$ cat src/rtl/mips32_pkg.sv
// Shared MIPS32 pipeline definitions: opcodes, instruction classes and the
// prefetch-queue entry layout used by the fetch front end.
package mips32_pkg;

  localparam logic [5:0] OP_ADD   = 6'b000000;
  localparam logic [5:0] OP_SUB   = 6'b000001;
  localparam logic [5:0] OP_AND   = 6'b000010;
  localparam logic [5:0] OP_OR    = 6'b000011;
  localparam logic [5:0] OP_SLT   = 6'b000100;
  localparam logic [5:0] OP_MUL   = 6'b000101;
  localparam logic [5:0] OP_LW    = 6'b001000;
  localparam logic [5:0] OP_SW    = 6'b001001;
  localparam logic [5:0] OP_ADDI  = 6'b001010;
  localparam logic [5:0] OP_SUBI  = 6'b001011;
  localparam logic [5:0] OP_SLTI  = 6'b001100;
  localparam logic [5:0] OP_BNEQZ = 6'b001101;
  localparam logic [5:0] OP_BEQZ  = 6'b001110;
  localparam logic [5:0] OP_HLT   = 6'b111111;

  typedef enum logic [2:0] {
    RR_ALU, RM_ALU, LOAD, STORE, BRANCH, HALT
  } instr_type_e;

  localparam int FQ_ENTRY_W = 65;

  typedef struct packed {
    logic        taken;
    logic [31:0] npc;
    logic [31:0] ir;
  } fq_entry_t;

endpackage

$ cat src/rtl/fetch_fifo.sv
// Circular prefetch queue with flush; storage is not reset, only the
// pointers and occupancy count are.
module fetch_fifo #(
  parameter int WIDTH = 65,
  parameter int DEPTH = 4
) (
  input  logic                       clk,
  input  logic                       rst,
  input  logic                       flush,
  input  logic                       push,
  input  logic [WIDTH-1:0]           push_data,
  input  logic                       pop,
  output logic [WIDTH-1:0]           head,
  output logic                       empty,
  output logic [$clog2(DEPTH+1)-1:0] count
);

  localparam int PTR_W = $clog2(DEPTH);
  localparam int CNT_W = $clog2(DEPTH+1);

  logic [WIDTH-1:0] mem [DEPTH];
  logic [PTR_W-1:0] rd_ptr;
  logic [PTR_W-1:0] wr_ptr;
  logic             do_push;
  logic             do_pop;

  assign empty   = (count == '0);
  assign do_push = push && !flush;
  assign do_pop  = pop && !empty && !flush;
  assign head    = mem[rd_ptr];

  always_ff @(posedge clk or posedge rst) begin
    if (rst) begin
      rd_ptr <= '0;
      wr_ptr <= '0;
      count  <= '0;
    end else if (flush) begin
      rd_ptr <= '0;
      wr_ptr <= '0;
      count  <= '0;
    end else begin
      if (do_push) wr_ptr <= wr_ptr + 1'b1;
      if (do_pop)  rd_ptr <= rd_ptr + 1'b1;
      count <= count + CNT_W'(do_push) - CNT_W'(do_pop);
    end
  end

  always_ff @(posedge clk) begin
    if (do_push) mem[wr_ptr] <= push_data;
  end

endmodule

$ cat src/rtl/mips32_fetch_queue.sv
// MIPS32 instruction-fetch front end: credit-limited imem requests, in-order
// responses buffered with NPC, and branch redirects that flush stale work.
module mips32_fetch_queue
  import mips32_pkg::*;
#(
  parameter int          DEPTH    = 4,
  parameter logic [31:0] RESET_PC = 32'h0
) (
  input  logic        clk1,
  input  logic        rst,
  input  logic        halted,
  input  logic        br_taken,
  input  logic [31:0] br_target,
  output logic        imem_req,
  output logic [31:0] imem_addr,
  input  logic        imem_gnt,
  input  logic        imem_rvalid,
  input  logic [31:0] imem_rdata,
  output logic        id_valid,
  input  logic        id_ready,
  output logic [31:0] id_ir,
  output logic [31:0] id_npc,
  output logic        id_taken,
  output logic        err
);

  localparam int CNT_W = $clog2(DEPTH+1);

  logic [31:0]      pc;
  logic [31:0]      resp_pc;
  logic [CNT_W-1:0] outstanding;
  logic [CNT_W-1:0] drop_cnt;
  logic [CNT_W-1:0] q_count;
  logic [CNT_W:0]   credits_used;
  logic             first_flag;
  logic             q_empty;
  logic             issue;
  logic             resp;
  logic             accept;
  logic             pop;
  fq_entry_t        q_in;
  fq_entry_t        q_head;

  // Queued plus in-flight never exceeds DEPTH, so a response always has a slot.
  assign credits_used = {1'b0, q_count} + {1'b0, outstanding};
  assign imem_req     = !rst && !halted && !br_taken && (credits_used < (CNT_W+1)'(DEPTH));
  assign imem_addr    = pc;
  assign issue        = imem_req && imem_gnt;
  assign resp         = imem_rvalid && (outstanding != '0);
  assign accept       = resp && (drop_cnt == '0) && !br_taken;
  assign pop          = id_ready && !q_empty;

  assign q_in = '{taken: first_flag, npc: resp_pc + 32'd1, ir: imem_rdata};

  fetch_fifo #(.WIDTH(FQ_ENTRY_W), .DEPTH(DEPTH)) u_fifo (
    .clk       (clk1),
    .rst       (rst),
    .flush     (br_taken),
    .push      (accept),
    .push_data (q_in),
    .pop       (pop),
    .head      (q_head),
    .empty     (q_empty),
    .count     (q_count)
  );

  assign id_valid = !q_empty;
  assign id_ir    = q_empty ? 32'h0 : q_head.ir;
  assign id_npc   = q_empty ? 32'h0 : q_head.npc;
  assign id_taken = q_empty ? 1'b0  : q_head.taken;

  always_ff @(posedge clk1 or posedge rst) begin
    if (rst) begin
      pc          <= RESET_PC;
      resp_pc     <= RESET_PC;
      outstanding <= '0;
      drop_cnt    <= '0;
      first_flag  <= 1'b0;
      err         <= 1'b0;
    end else begin
      if (br_taken) begin
        // Every response still in flight is stale; outstanding already counts
        // any earlier stale ones, so this also covers back-to-back redirects.
        pc          <= br_target;
        resp_pc     <= br_target;
        first_flag  <= 1'b1;
        drop_cnt    <= outstanding - CNT_W'(resp);
        outstanding <= outstanding - CNT_W'(resp);
      end else begin
        if (issue) pc <= pc + 32'd1;
        if (accept) begin
          resp_pc    <= resp_pc + 32'd1;
          first_flag <= 1'b0;
        end
        if (resp && (drop_cnt != '0)) drop_cnt <= drop_cnt - 1'b1;
        outstanding <= outstanding + CNT_W'(issue) - CNT_W'(resp);
      end
      if (imem_rvalid && (outstanding == '0)) err <= 1'b1;
    end
  end

endmodule

$ cat config.mk
export PLATFORM = sky130hd
export DESIGN_NAME = mips32_fetch_queue
export DESIGN_NICKNAME = d
export VERILOG_FILES = /design/src/rtl/mips32_pkg.sv /design/src/rtl/fetch_fifo.sv /design/src/rtl/mips32_fetch_queue.sv
export SDC_FILE = /design/constraint.sdc
export NUM_CORES = 1
export LEC_CHECK = 0
export CORE_UTILIZATION = 61
export CTS_CLUSTER_SIZE = 40
export DETAILED_ROUTE_END_ITERATION = 7
export GPL_TIMING_DRIVEN = 0
export HOLD_SLACK_MARGIN = 0.03
export PLACE_DENSITY_LB_ADDON = 0.1
export SLEW_MARGIN = 20
export SYNTH_ARGS = -nofsm -noshare
export SYNTH_HDL_FRONTEND = slang
export SYNTH_HIERARCHICAL = 1
export SYNTH_SLANG_ARGS = --single-unit
$ cat constraint.sdc
create_clock -name clk1 -period 6.6 [get_ports clk1]
set_clock_uncertainty 0.05 [all_clocks]
set_input_delay 1.32 -clock clk1 [delete_from_list [all_inputs] [get_ports clk1]]
set_output_delay 1.32 -clock clk1 [all_outputs]
set_load 0.05 [all_outputs]
# After elaboration in Yosys (flattened, before gate mapping)
# Memory sizes are Yosys's and may differ from the RTL's.
# Cells that the tools add are included.
# totals
ramBits	260
in_bits	71
memories	1
wordCells	68
register_bits	79
output_inout_bits	100
# memory_table
memory	words	width	rd	rd_ports_with_merged_regs	wr	line	rtl
u_fifo.mem	4	65	1	0	1	fetch_fifo.sv:21	logic [WIDTH-1:0] mem [DEPTH];
# classes
add_sub_neg	11
n_reduce_logical	27
mux	19
order_cmp	1
# op_table
op	n
32-bit two-way mux	6
32-bit by 1-bit adder with 32-bit output (second input constant)	2
1-bit logical AND	13
3-bit two-way mux	4
2-bit nonzero test	5
3-bit logical NOT	3
3-bit by 1-bit subtractor with 3-bit output	3
2-bit two-way mux	4
3-bit by 1-bit adder with 3-bit output	2
3-bit nonzero test	2
1-bit two-way mux	5
2-bit by 1-bit adder with 2-bit output (second input constant)	2
3-bit by 3-bit adder with 4-bit output	1
1-bit logical NOT	4
4-bit by 3-bit < comparator with 1-bit output (second input constant)	1
3-bit by 1-bit subtractor with 3-bit output (second input constant)	1

# Depth between registers and ports, before layout
# Gate-level depths: netlist of run 1.
# logic_depth
ltp_word	8
depth_mapped	14
mapped_depth_nobuf	14

# Modules after synthesis
# The synthesis of run 1 kept the hierarchy.
# modules_own_cells
module	n_inst	seq_area_each_um2	cells_each	area_each_um2
fetch_fifo	1	7982.7	384	9865.7
mips32_fetch_queue	1	1801.7	619	5203.7

# Worst setup path after synthesis of run 1
# Ideal clock, no wire load.
# synth_timing
path_type	input to register
startpoint	input br_taken
endpoint	memory u_fifo.mem[0][0] (enable)
path_slack_ns	2.284
cell_stages	6
arrival_time_ns	3.836
n_path_buf	3
required_time_ns	6.120
setup_ns	0.430
path_cell_list	buf_6 clkbuf_1 clkbuf_1 nor2_1 nor2b_1 and2_1
# synth_via
elab_chain_cells	5
# synth_rtl
element	line	rtl
start, declared	mips32_fetch_queue.sv:12	input logic br_taken,
1-bit logical NOT	mips32_fetch_queue.sv:50	assign accept = resp && (drop_cnt == '0) && !br_taken;
1-bit logical AND	mips32_fetch_queue.sv:50	
named net accept	mips32_fetch_queue.sv:39	logic accept;
1-bit logical AND	fetch_fifo.sv:28	assign do_push = push && !flush;
1-bit two-way mux	fetch_fifo.sv:49	if (do_push) mem[wr_ptr] <= push_data;
1-bit two-way mux (implied by the code)	fetch_fifo.sv:49	
end, declared	fetch_fifo.sv:21	
# The timed path passes the listed nets, and every way through them passes these cells.

# Worst setup path in the final report of run 1
# layout_timing
startpoint	register u_fifo.count[1]
endpoint	output id_npc[18]
# layout_via
elab_chain_cells	2
# layout_rtl
element	line	rtl
start, declared	fetch_fifo.sv:15	output logic [$clog2(DEPTH+1)-1:0] count
start signal, assigned	fetch_fifo.sv:44	count <= count + CNT_W'(do_push) - CNT_W'(do_pop);
3-bit logical NOT	fetch_fifo.sv:27	assign empty = (count == '0);
named net q_empty	mips32_fetch_queue.sv:36	logic q_empty;
32-bit two-way mux	mips32_fetch_queue.sv:69	assign id_npc = q_empty ? 32'h0 : q_head.npc;
end, declared	mips32_fetch_queue.sv:22	output logic [31:0] id_npc,
# The timed path passes the listed nets, and every way through them passes these cells.

==> results of run 1 <==
-- state kept, by name, summed over array words and instances, names as in the netlist --
name           count
u_fifo/rd_ptr      2
outstanding        3
err                1
first_flag         1
u_fifo/mem       260
resp_pc           32
u_fifo/wr_ptr      2
drop_cnt           3
imem_addr         32
u_fifo/count       3
-- critical path: stages (launching register included) --
cell	delay, ps
dfrtp_1	460
nor3_1	670
clkbuf_1	600
clkbuf_1	480
nor2b_1	140
clkdlybuf4s50_1	770
-- cells by family after synthesis --
| logic type | Yosys count | synth area share |
|---|---|---|
| AND/OR/NAND/NOR | 322 | 0.117 |
| adder cells (fa/ha/maj) | 18 | 0.0159 |
| multiplexers | 79 | 0.108 |
| flip-flops | 339 | 0.649 |
| AO/OA/AOI/OAI | 83 | 0.0355 |
| buffers and inverters | 84 | 0.0280 |
| XOR/XNOR | 78 | 0.0462 |
-- through the flow --
stage | cell area [µm²] | cells | util
6_report | 18400 | 1561 | 0.757
5_1_grt | 18400 | 1561 | 0.757
4_1_cts | 18400 | 1561 | 0.757
3_5_place_dp | 17300 | 1502 | 0.714
3_3_place_gp | 17200 | 1497 | 0.708
2_1_floorplan | 15100 | 1003 | -
-- worst min-delay path by stage --
stage,end,depth (start not counted),startpoint
after detailed placement,err,1,err
after floorplan,u_fifo/mem[0][64],0,first_flag
after global routing,err,1,err
after CTS,err,1,err
final,err,1,err
after global placement,err,1,err
-- Yosys cell counts (all sizes together) (2+ instances only) --
master | count | share of area
o21ai | 39 | 0.013
nand3b | 2 | 0.0010
nand3 | 44 | 0.015
nor4 | 11 | 0.0084
or4 | 4 | 0.0020
ha | 16 | 0.013
inv | 30 | 0.0075
nand2 | 75 | 0.019
o311ai | 7 | 0.0041
mux2 | 13 | 0.0097
nand4 | 29 | 0.012
nor3 | 15 | 0.0056
o31a | 5 | 0.0029
nand2b | 8 | 0.0033
and4 | 5 | 0.0029
nor2 | 30 | 0.0075
or3 | 5 | 0.0021
o221ai | 2 | 0.0012
fa | 2 | 0.0027
edfxtp | 260 | 0.52
a21oi | 4 | 0.0013
buf | 25 | 0.013
clkbuf | 29 | 0.0072
xor2 | 39 | 0.023
nor4b | 2 | 0.0012
and3 | 10 | 0.0042
o211ai | 6 | 0.0030
mux4 | 65 | 0.097
a41oi | 2 | 0.0012
and2 | 9 | 0.0037
a21boi | 10 | 0.0050
dfrtp | 79 | 0.13
nor2b | 72 | 0.030
a31oi | 2 | 0.00083
xnor2 | 38 | 0.022
-- cell usage in the layout, fill, tap and decap left out, types with 8 or more instances in the layout --
cell type	n
ha_1	16
dfrtp_1	79
nor2b_1	72
nor2_1	30
mux4_2	65
a21boi_0	9
clkdlybuf4s50_1	170
nand4_1	29
nand2_1	75
clkbuf_1	36
clkbuf_16	35
nor3_1	13
o21ai_0	39
xor2_1	39
nand2b_1	8
xnor2_1	38
edfxtp_1	260
buf_2	10
inv_1	27
mux2_2	13
and3_1	10
nand3_1	44
-- layout make-up --
type / instances / share of cell area
sequential: 339 / 0.533
multi-input combinational: 580 / 0.266
timing repair buffer: 175 / 0.0990
clock buffer: 42 / 0.0492
tap: 324 / 0.0221
buffer: 54 / 0.0168
clock inverter: 17 / 0.00784
inverter: 30 / 0.00627
-- power groups by stage --
| stage | registers (µW) | clock network [µW] | logic (µW) |
|---|---|---|---|
| after detailed placement | 2540 | 0 | 694 |
| after global routing | 2510 | 1930 | 753 |
| final | 2500 | 1830 | 695 |
| after CTS | 2500 | 1850 | 699 |
| after global placement | 2540 | 0 | 671 |
| after floorplan | 2590 | 0 | 378 |
-- routing by layer --
| metal | vias up | part of all wire | routed length [µm] |
|---|---|---|---|
| li1 | 4203 | - | - |
| met1 | 4579 | 0.43 | 13900 |
| met2 | 342 | 0.50 | 16300 |
| met3 | 61 | 0.051 | 1680 |
| met4 | 0 | 0.025 | 816 |
| met5 | - | 0 | 0 |
==> results.txt, run 1 <==
Outcome - completed
Max_cap viols - 0
Met1 usage - 0.369
Ports - 171
Min-Delay Path Class - reg -> reg
Hold_ws - 401 ps
CTS tree - built
Tmin final - 5010 ps
Routed vias - 9185
Clk_lat worst skew - 510 ps
Die Y - 159 µm
Syn Area/Cell - 15.0 µm²
Core Area - 24200 µm²
Nets - 1303
Int Power - 3730 µW
Worst slew pin tran - 807 ps
Htree depth - 2
Worst Setup SP - u_fifo/count[1]
R2R cell count - 12
Drt pass-1 iters - 5
DRC - 0
Share of post-route cells with drive strength above 1 - 0.135
CTS Root Cell - clkbuf_16
GR Layer Usage met2 - 0.434
First-pass GRT wire length - 51.2 mm
Capture point of the worst path - id_npc[18]
Fillers - 1511
Routed WL per cell - 20.9 µm
Most crowded layer after global routing - met2
Aggregate global routing overflow - 0
Syn Nets - 1092
Largest net degree at the start of global routing - 58
Data arrival, critical path - 3640 ps
Seq cells post-synth - 339
Final wirelength - 32.7 mm
Clock group share of total power - 0.364
Clock transition at the registers of the reported paths - 60 ps
Setup TNS Final - 0 ps
Port Buf Inserts - 170
Synth Warn # - 6
RSZ-0062 raised after global routing - no
Post-synth EDFFs - 260
# resized after CTS - 0
Area Overhead vs Synth - 21.8%
Sw power - 1300 µW
All-layer global routing usage - 0.263
Total power - 5020 µW
Footprint of the multi-input gates - 4870 µm²
Crit end category - output port
VDD IR-drop max - 0.194 mV
Final ANT Viol Nets - 0
Worst r2r dst - u_fifo/count[2]
Setup repair bufs after CTS - 0
Dpl hpwl - 21.8 mm
Chip Width - 159 µm
Vias in the first global route - 9241
Comb pwr share - 0.138
Part of the cycle the worst path needs - 0.759
Critical Path Fanout Max - 10
Starting Density - 0.621
Die area - 25300 µm²
Avg Vias per Cell - 5.88
CTS Buf Count - 34
Max_slew headroom - 0.460
Register-to-register setup slack - 2990 ps
Leak Pwr - 0.00617 µW
Final setup fails - 0
Yosys cell types - 53
F_max - 200 MHz
Max-slew violation count - 0
RD Place Congestion - 0.931
Pwr dens - 274 nW/µm²
Switching share of power - 0.258
Reg2reg start - u_fifo/count[1]
Critical path type - reg -> out
Ant. Diodes - 0
Met3 Use GR - 0.0323
Async SR Flop Fraction - 0.233
Clk sinks - 339
Main flop type after synthesis - edfxtp_1
Pre-CTS setup slack - 1900 ps
Setup ws final - 1590 ps
Clock buffer depth - 3
Post-synthesis sequential area ratio - 0.649
Cells after synthesis - 1003
Crit start category - flip-flop
Worst EP required - 5230 ps
Antenna violations before repair - 0
Initial DRC Count - 702
Register area - 9780 µm²
Final hold violations - 0
Cts hold-fix bufs - 0
Num rows - 57
Synthesized area - 15100 µm²
Sequential Power Share - 0.498
No activity file was read; power rests on OpenSTA's default activity.
==> run 2, diff against run 1 <==
- CORE_UTILIZATION: 61 -> 51
- clock period: 6.6 -> 4.3 ns (I/O delays scaled with it)
==> results.txt, run 2 (synthesis gave the netlist of run 1 again) <==
Routed vias - 8989
Leak Pwr - 0.00621 µW
Chip Width - 174 µm
Port Buf Inserts - 170
Final hold violations - 0
Final setup fails - 0
DRC - 0
Tmin final - 4080 ps
Worst r2r dst - outstanding[2]
Num rows - 62
Avg Vias per Cell - 5.53
Clock transition at the registers of the reported paths - 60 ps
Pre-CTS setup slack - -45.3 ps
Final ANT Viol Nets - 0
Worst EP required - 3390 ps
Commonest non-fill, non-tap cell in the layout - edfxtp_1
Min-Delay Startpoint - err
VDD IR-drop max - 0.219 mV
Clock buffer depth - 3
Core Area - 28900 µm²
Setup repair bufs after CTS - 0
Nets - 1304
Setup ws final - 225 ps
Final wirelength - 31.8 mm
Htree depth - 2
Capture point of the worst path - id_npc[17]
Die area - 30200 µm²
Placed cell area - 17400 µm²
Biggest register - u_fifo/mem
Worst Setup SP - u_fifo/count[1]
Data arrival, critical path - 3170 ps
Worst path depth - 5
RD Place Congestion - 0.919
Part of the cycle the worst path needs - 0.948
Antenna violations before repair - 0
Share of post-route cells with drive strength above 1 - 0.138
Design area - 18500 µm²
Crit path largest cell delay - 740 ps
Clk sinks - 339
Critical path type - reg -> out
Vias in the first global route - 9144
Largest net degree at the start of global routing - 57
Worst slew pin tran - 670 ps
Drt pass-1 iters - 5
Register-to-register setup slack - 900 ps
Outcome - completed
Worst path cell trace - nor3_2 -> clkbuf_2 -> clkbuf_1 -> nor2b_1 -> clkdlybuf4s50_1
Worst path buffer plus inverter count - 3
Crit start category - flip-flop
Max_cap viols - 0
Ports - 171
CTS Root Cell - clkbuf_16
Fillers - 2164
Area Overhead vs Synth - 22.7%
R2R cell count - 14
Aggregate global routing overflow - 0
RSZ-0062 raised after global routing - no
Reg2reg start - u_fifo/count[1]
First-pass GRT wire length - 50.7 mm
Crit end category - output port
Slowest cell on crit path - clkdlybuf4s50_1
Dpl hpwl - 21.8 mm
F_max - 245 MHz
Most frequent cells in the layout - edfxtp_1 (260), clkdlybuf4s50_1 (170), dfrtp_1 (79)
Clk_lat worst skew - 510 ps
Critical Path Fanout Max - 10
CTS Buf Count - 35
Ant. Diodes - 0
# resized after CTS - 2
Initial DRC Count - 639
Max-slew violation count - 0
All-layer global routing usage - 0.216
Max_slew headroom - 0.552
Largest register FFs - 260
Cts hold-fix bufs - 0
Min-Delay Path Class - reg -> reg
Pwr dens - 422 nW/µm²
Die Y - 174 µm
Setup TNS Final - 0 ps
Starting Density - 0.522
Routed WL per cell - 19.6 µm
Crit path max-delay family - buffers and inverters
CTS tree - built
## run 2: metal layers
layer,vias to the layer above,routed length (µm),track usage
li1,4195,-,-
met1,4447,14100,0.302
met2,306,15400,0.355
met3,41,1730,0.0322
met4,0,583,0.0625
met5,-,0,0
## run 2: metrics by stage
stage,utilization,std cells,total power [µW],hold slack (ps)
final,0.641,1626,7800,413
after global routing,0.641,1626,8090,434
after CTS,0.641,1626,7870,420
after detailed placement,0.602,1562,4960,406
after global placement,0.598,1557,4930,399
after floorplan,-,1003,4560,426
## run 2: how the worst min path moves through the flow
stage | to | slack [ps] | depth (start not counted)
global placement | err | 400 | 1
detailed placement | err | 410 | 1
finish | err | 410 | 1
global route | err | 430 | 1
CTS | err | 420 | 1
floorplan | u_fifo/mem[0][64] | 430 | 0
## run 2: cell type report
cell class | instances | area [µm²] | share of cell area
timing repair buffer | 175 | 1820 | 0.0982
sequential | 339 | 9780 | 0.529
buffer | 54 | 310 | 0.0168
inverter | 30 | 115 | 0.00622
clock buffer | 49 | 973 | 0.0526
tap | 384 | 480 | 0.0260
clock inverter | 15 | 136 | 0.00737
multi-input combinational | 580 | 4880 | 0.264
## run 2: worst reg2reg max path, cell delays in order, from the launching register on
cell and delay, ps:
dfrtp_1 460, ha_1 310, nand3_1 80, and4_1 240
buf_4 160, inv_2 80, buf_6 150, clkbuf_1 490
ha_1 210, inv_1 40, ha_1 180, fa_1 370
xor2_1 140, o21ai_0 190, xor2_1 160
## run 2: report_power, final
part           switching (µW)  internal [µW]
Sequential                134           3700
Clock                    1200           1710
Combinational             655            401
==> run 3, diff against run 2 <==
--- a/config.mk
+++ b/config.mk
@@ -6,4 +6,5 @@
 export NUM_CORES = 1
 export LEC_CHECK = 0
+export CAP_MARGIN = 20
 export CORE_UTILIZATION = 51
 export CTS_CLUSTER_SIZE = 40
@@ -12,4 +13,5 @@
 export HOLD_SLACK_MARGIN = 0.03
 export PLACE_DENSITY_LB_ADDON = 0.1
+export SETUP_SLACK_MARGIN = 0.1
 export SLEW_MARGIN = 20
 export SYNTH_ARGS = -nofsm -noshare
--- a/constraint.sdc
+++ b/constraint.sdc
@@ -3,3 +3,3 @@
 set_input_delay 0.86 -clock clk1 [delete_from_list [all_inputs] [get_ports clk1]]
 set_output_delay 0.86 -clock clk1 [all_outputs]
-set_load 0.05 [all_outputs]
+set_load 0.005 [all_outputs]
==> results of run 3 <==
Same layout as run 2 (identical final DEF). Status: completed.
Main changes from that run: number of gates resized after CTS 2 -> 1; wire length of the first global-routing pass 50700 µm -> 50600 µm; via count of the first global-routing pass 9144 -> 9133; setup slack after layout 225 ps -> 481 ps; total power 7800 µW -> 7580 µW; worst IR drop on VDD 0.219 mV -> 0.218 mV
